[src/rtl/ysyx_22041412_gpr_sched.sv]
// GPR write-port scheduler: round-robin EXU/LSU arbitration onto the single
// register-file write port, plus a per-register pending-write scoreboard.
module ysyx_22041412_gpr_sb_cell (
  input  logic clk,
  input  logic rst,
  input  logic set,
  input  logic clr,
  output logic busy
);
  // set has priority so a new issue survives the commit of the older write
  always_ff @(posedge clk) begin
    if (!rst)     busy <= 1'b0;
    else if (set) busy <= 1'b1;
    else if (clr) busy <= 1'b0;
  end
endmodule

module ysyx_22041412_gpr_sched #(
  parameter int XLEN = 64,
  parameter int NREG = 32
) (
  input  logic            clk,
  input  logic            rst,
  input  logic            issue_valid,
  input  logic [4:0]      issue_rs1,
  input  logic [4:0]      issue_rs2,
  input  logic [4:0]      issue_rd,
  input  logic            issue_rd_en,
  output logic            issue_ready,
  input  logic            exu_valid,
  input  logic [4:0]      exu_rd,
  input  logic [XLEN-1:0] exu_data,
  output logic            exu_ready,
  input  logic            lsu_valid,
  input  logic [4:0]      lsu_rd,
  input  logic [XLEN-1:0] lsu_data,
  output logic            lsu_ready,
  output logic            gpr_wen,
  output logic [4:0]      gpr_rw,
  output logic [XLEN-1:0] gpr_busw,
  output logic [NREG-1:0] busy,
  output logic            wb_err
);
  typedef struct packed {
    logic [4:0]      rd;
    logic [XLEN-1:0] data;
  } wb_req_t;

  wb_req_t         exu_req, lsu_req, win;
  logic            ptr;          // 0: EXU wins a contest, 1: LSU wins
  logic            contested, gnt, issue_fire;
  logic [NREG-1:0] sb, sb_set, sb_clr;

  assign exu_req = '{rd: exu_rd, data: exu_data};
  assign lsu_req = '{rd: lsu_rd, data: lsu_data};

  assign contested = exu_valid & lsu_valid;
  assign exu_ready = rst & exu_valid & (~lsu_valid | ~ptr);
  assign lsu_ready = rst & lsu_valid & (~exu_valid | ptr);
  assign gnt       = exu_ready | lsu_ready;
  assign win       = lsu_ready ? lsu_req : exu_req;

  // hazard check looks only at registered scoreboard state
  assign issue_ready = rst & ~sb[issue_rs1] & ~sb[issue_rs2]
                     & ~(issue_rd_en & sb[issue_rd]);
  assign issue_fire  = issue_valid & issue_ready;

  assign sb[0]     = 1'b0;
  assign sb_set[0] = 1'b0;
  assign sb_clr[0] = 1'b0;
  assign busy      = sb;

  genvar i;
  generate
    for (i = 1; i < NREG; i++) begin : g_sb
      assign sb_set[i] = issue_fire & issue_rd_en & (issue_rd == 5'(i));
      assign sb_clr[i] = gpr_wen & (gpr_rw == 5'(i));
      ysyx_22041412_gpr_sb_cell u_cell (
        .clk  (clk),
        .rst  (rst),
        .set  (sb_set[i]),
        .clr  (sb_clr[i]),
        .busy (sb[i])
      );
    end
  endgenerate

  // rd=0 grants consume the port slot but never assert gpr_wen
  always_ff @(posedge clk) begin
    if (!rst) begin
      ptr      <= 1'b0;
      gpr_wen  <= 1'b0;
      gpr_rw   <= '0;
      gpr_busw <= '0;
      wb_err   <= 1'b0;
    end else begin
      if (contested) ptr <= ~ptr;
      gpr_wen <= gnt & (win.rd != 5'd0);
      if (gnt) begin
        gpr_rw   <= win.rd;
        gpr_busw <= win.data;
        if ((win.rd != 5'd0) && !sb[win.rd]) wb_err <= 1'b1;
      end
    end
  end
endmodule

[config.mk]
export PLATFORM = sky130hd
export DESIGN_NAME = ysyx_22041412_gpr_sched
export DESIGN_NICKNAME = d
export VERILOG_FILES = /design/src/rtl/ysyx_22041412_gpr_sched.sv
export SDC_FILE = /design/constraint.sdc
export NUM_CORES = 1
export LEC_CHECK = 0
export CAP_MARGIN = 15
export CORE_MARGIN = 1
export CORE_UTILIZATION = 38
export CTS_BUF_LIST = sky130_fd_sc_hd__clkbuf_2
export CTS_CLUSTER_SIZE = 25
export DETAILED_ROUTE_END_ITERATION = 12
export PLACE_DENSITY_LB_ADDON = 0.08
export REMOVE_ABC_BUFFERS = 1
export SYNTH_ARGS = -nofsm -noshare
export SYNTH_HDL_FRONTEND = slang
export SYNTH_SLANG_ARGS = --single-unit
[constraint.sdc]
create_clock -name clk -period 2.8 [get_ports clk]
set_input_delay 0.56 -clock clk [delete_from_list [all_inputs] [get_ports clk]]
set_output_delay 0.56 -clock clk [all_outputs]
set_load 0.01 [all_outputs]
==> impl_summary.log <==
[metrics] run status: finished, violations left
[metrics] violations in the final reports: negative setup slack
[metrics] proportion of power drawn by flip-flops and latches: 0.476
[metrics] filler-free cell count of the finished design: 1092
[metrics] insertion delay to the later sink of the worst-skew pair: 0.62 ns
[metrics] starting density of the core: 0.392
[metrics] Pleak: 0.00340 uW
[metrics] async set-reset flop share out of synthesis: 0
[metrics] Max-Cap Viols: 0
[metrics] Finish-stage setup viols: 1
[metrics] number of placed instances with taps included: 1071
[metrics] Yosys cell types: 51
[metrics] post-synthesis sequential area ratio: 0.378
[metrics] count of final hold-check violations: 0
[metrics] Main synth FF type: dfxtp_1
[metrics] Worst Max-Slew Pin Slew: 0.594 ns
[metrics] clock tree from TritonCTS: yes
[metrics] net load switching power: 993 uW
[metrics] FF-to-FF path depth: 10
[metrics] type of the tightest min-delay check: input pin to flip-flop
[metrics] post-route ant nets: 0
[metrics] Die ar.: 14800 um2
[metrics] total clock buffers created by CTS: 9
[metrics] clock slew at reported path FFs: 0.33 ns
[metrics] Worst Path Max Fanout: 4
[metrics] Slew Viols, Final: 0
[metrics] final hold slack: 0.492 ns
[metrics] Cells after Synth: 620
[metrics] headroom to the max-slew limit: 0.600
[metrics] Detail Placement HPWL: 16.1 mm
[metrics] clock sink count: 103
[metrics] maximum number of pins on one net before global-route repair: 65
[metrics] synthesis-stage register bit count: 103
[metrics] number of antenna repair diodes: 0
[metrics] instance count along the most critical hold path: 3
[metrics] combined area of all synthesized cells: 5460 um2
[metrics] Net Sw Frac: 0.292
[metrics] share of the core filled with cells: 0.637
[metrics] Via density: 5.56
[metrics] critical path capture point type: primary output
[metrics] number of synthesized flops with an enable pin: 0
[metrics] portion of total power attributed to combinational logic: 0.267
[metrics] number of antenna violations at the first check in global routing: 0
[metrics] share of layout cells above drive strength 1: 0.181
[metrics] count of vias placed by the detailed router: 6068
[metrics] hold buffers post-CTS: 0
[metrics] power density normalized to cell area: 383 nW/um2
[metrics] overflow left after global routing: 0
[metrics] shortest period the worst path allows: 3.06 ns
[metrics] final worst-path setup slack: -0.262 ns
[metrics] mean cell area of the mapped netlist: 8.80 um2
[metrics] standard cell core area: 13900 um2
[metrics] input/output buffers: 263
[metrics] Critical Path Start Type: input pin
[metrics] first-pass detailed-route iteration total: 4
[metrics] Achievable Freq: 327 MHz
[metrics] largest buffer count on any clock path: 2
[metrics] Total Routed Length: 20.9 mm
[metrics] P&R area growth vs syn: 62.5%
[metrics] total number of H-tree levels: 3
[metrics] wire length per cell: 19.1 um
[metrics] via count of the first global-routing pass: 6117
[metrics] type of the worst setup path: input pin to primary output
[metrics] unrepaired setup endpoints after global routing: true
[metrics] final weighted congestion of routability-driven global placement: 0.881
[metrics] Clk pwr share: 0.258
[metrics] wire length of the first global-routing pass: 32.1 mm
[metrics] skew final: 0.0287 ns
[metrics] iteration-0 DRC count of the detailed router: 320
[metrics] number of I/O pins: 265
[metrics] Cell Int Power: 2410 uW
[metrics] floorplan row count: 43
[metrics] DRC errors left: 0
[metrics] data required time of the worst path: 2.24 ns
[metrics] nets: 1066
[metrics] worst path arrival time: 2.50 ns
[metrics] Total Routing Usage GR: 0.283
[metrics] Die Height: 122 um
[metrics] Die Span X: 122 um
[metrics] library cell used as clock root buffer: clkbuf_2
[metrics] share of the cycle needed by the critical path after routing: 1.09
[metrics] total negative slack for setup checks: -0.262 ns
[metrics] yosys synthesis warning count: 0
[metrics] maximum resistive drop on vdd: 0.402 mV
cell usage in the layout (no fill, tap or decap), types with 5 or more instances in the layout:
cell,count
nor2b_1,9
o22ai_1,66
dfxtp_2,13
nand4_1,5
o211ai_1,24
inv_1,5
buf_4,85
a211oi_1,6
nand3_1,10
clkdlybuf4s50_1,256
buf_6,5
o21ai_0,101
buf_12,5
nor2_1,74
mux4_2,18
mux2i_1,28
mux2_2,6
dfxtp_1,90
o311ai_0,7
clkbuf_2,9
nand2_1,20
flip-flops by register name (all words and copies together), names as in the netlist:
register / count
g_sb.u_cell.busy: 31
gpr_wen: 1
gpr_busw: 64
gpr_rw: 5
wb_err: 1
ptr: 1
cells by family (layout without fill, tap and decap cells):
family                 count (synthesis)  after routing  synth area share
AO/OA/AOI/OAI                        228            228             0.257
AND/OR/NAND/NOR                      145            145             0.125
flip-flops                           103            103             0.378
buffers and inverters                 87            379            0.0862
multiplexers                          55             55             0.152
other                                  1              1          0.000687
XOR/XNOR                               1              1           0.00160
power by group through the flow:
| stage | combinational, uW | sequential, uW | clock, uW |
|---|---|---|---|
| floorplan | 255 | 1680 | 0 |
| global placement | 875 | 1640 | 0 |
| detailed placement | 887 | 1640 | 0 |
| CTS | 902 | 1620 | 902 |
| global route | 974 | 1630 | 959 |
| finish | 907 | 1620 | 876 |
routing by layer:
| layer | vias up | share of wire | wire [um] | track usage |
|---|---|---|---|---|
| li1 | 2876 | - | - | - |
| met2 | 250 | 0.51 | 10700 | 0.500 |
| met3 | 40 | 0.077 | 1620 | 0.0875 |
| met4 | 0 | 0.029 | 607 | 0.113 |
| met1 | 2902 | 0.38 | 7950 | 0.314 |
| met5 | - | 0 | 0 | 0 |
worst max-delay path, cell delays in order:
cell,delay [ns]
clkdlybuf4s15_2,0.24
bufbuf_16,0.27
mux4_2,0.47
and3_1,0.19
a21oi_1,0.12
nand4_1,0.13
a211oi_2,0.25
and2_4,0.18
buf_6,0.09
area by class of cell:
class / instances / area, um2
Fill cell: 1202 / 5060
Clock inverter: 7 / 109
Timing Repair Buffer: 358 / 3440
Sequential cell: 103 / 2080
Clock buffer: 9 / 45.0
Inverter: 5 / 18.8
Tap cell: 180 / 225
Multi-Input combinational cell: 430 / 2960
through the flow:
step | total power [uW] | setup WS, ns | instance area (um2)
2_1_floorplan | 1930 | 0.0580 | 5010
3_3_place_gp | 2510 | -0.963 | 8600
3_5_place_dp | 2530 | -1.01 | 8600
4_1_cts | 3420 | -0.264 | 8830
5_1_grt | 3560 | -0.368 | 8870
6_report | 3400 | -0.262 | 8870
cells in the mapped netlist, types with 4 or more instances:
library cell / count / area, um2
nand2_1: 20 / 75.1
o311ai_0: 7 / 61.3
nand4b_1: 4 / 35.0
mux4_1: 5 / 131
o21ai_0: 101 / 505
mux2i_1: 28 / 280
nand3_1: 13 / 65.1
clkbuf_1: 38 / 143
nand2b_1: 4 / 25.0
o22ai_1: 66 / 413
o211ai_1: 24 / 180
nor2b_1: 9 / 56.3
nor2_1: 74 / 278
inv_1: 5 / 18.8
buf_4: 32 / 240
mux2_2: 7 / 78.8
a211oi_1: 6 / 45.0
mux4_2: 15 / 338
buf_1: 5 / 18.8
buf_2: 5 / 25.0
a21oi_1: 4 / 20.0
dfxtp_1: 103 / 2060
nand4_1: 5 / 31.3
what timing repair did:
item	4_1_cts	5_1_grt
gates cloned	1	0
setup buffers	3	1
pin swaps	6	2
setup endpoints to repair	1	2
resized for setup	30	10
worst paths after layout:
check        slack, ns                 start              endpoint
max              -0.26           issue_rd[0]           issue_ready
min               0.49          exu_data[17]          gpr_busw[17]
max reg2reg       0.32  g_sb[31].u_cell.busy  g_sb[17].u_cell.busy
min reg2reg       0.52          gpr_busw[28]          gpr_busw[28]
Power figures use the tool's default switching activity.
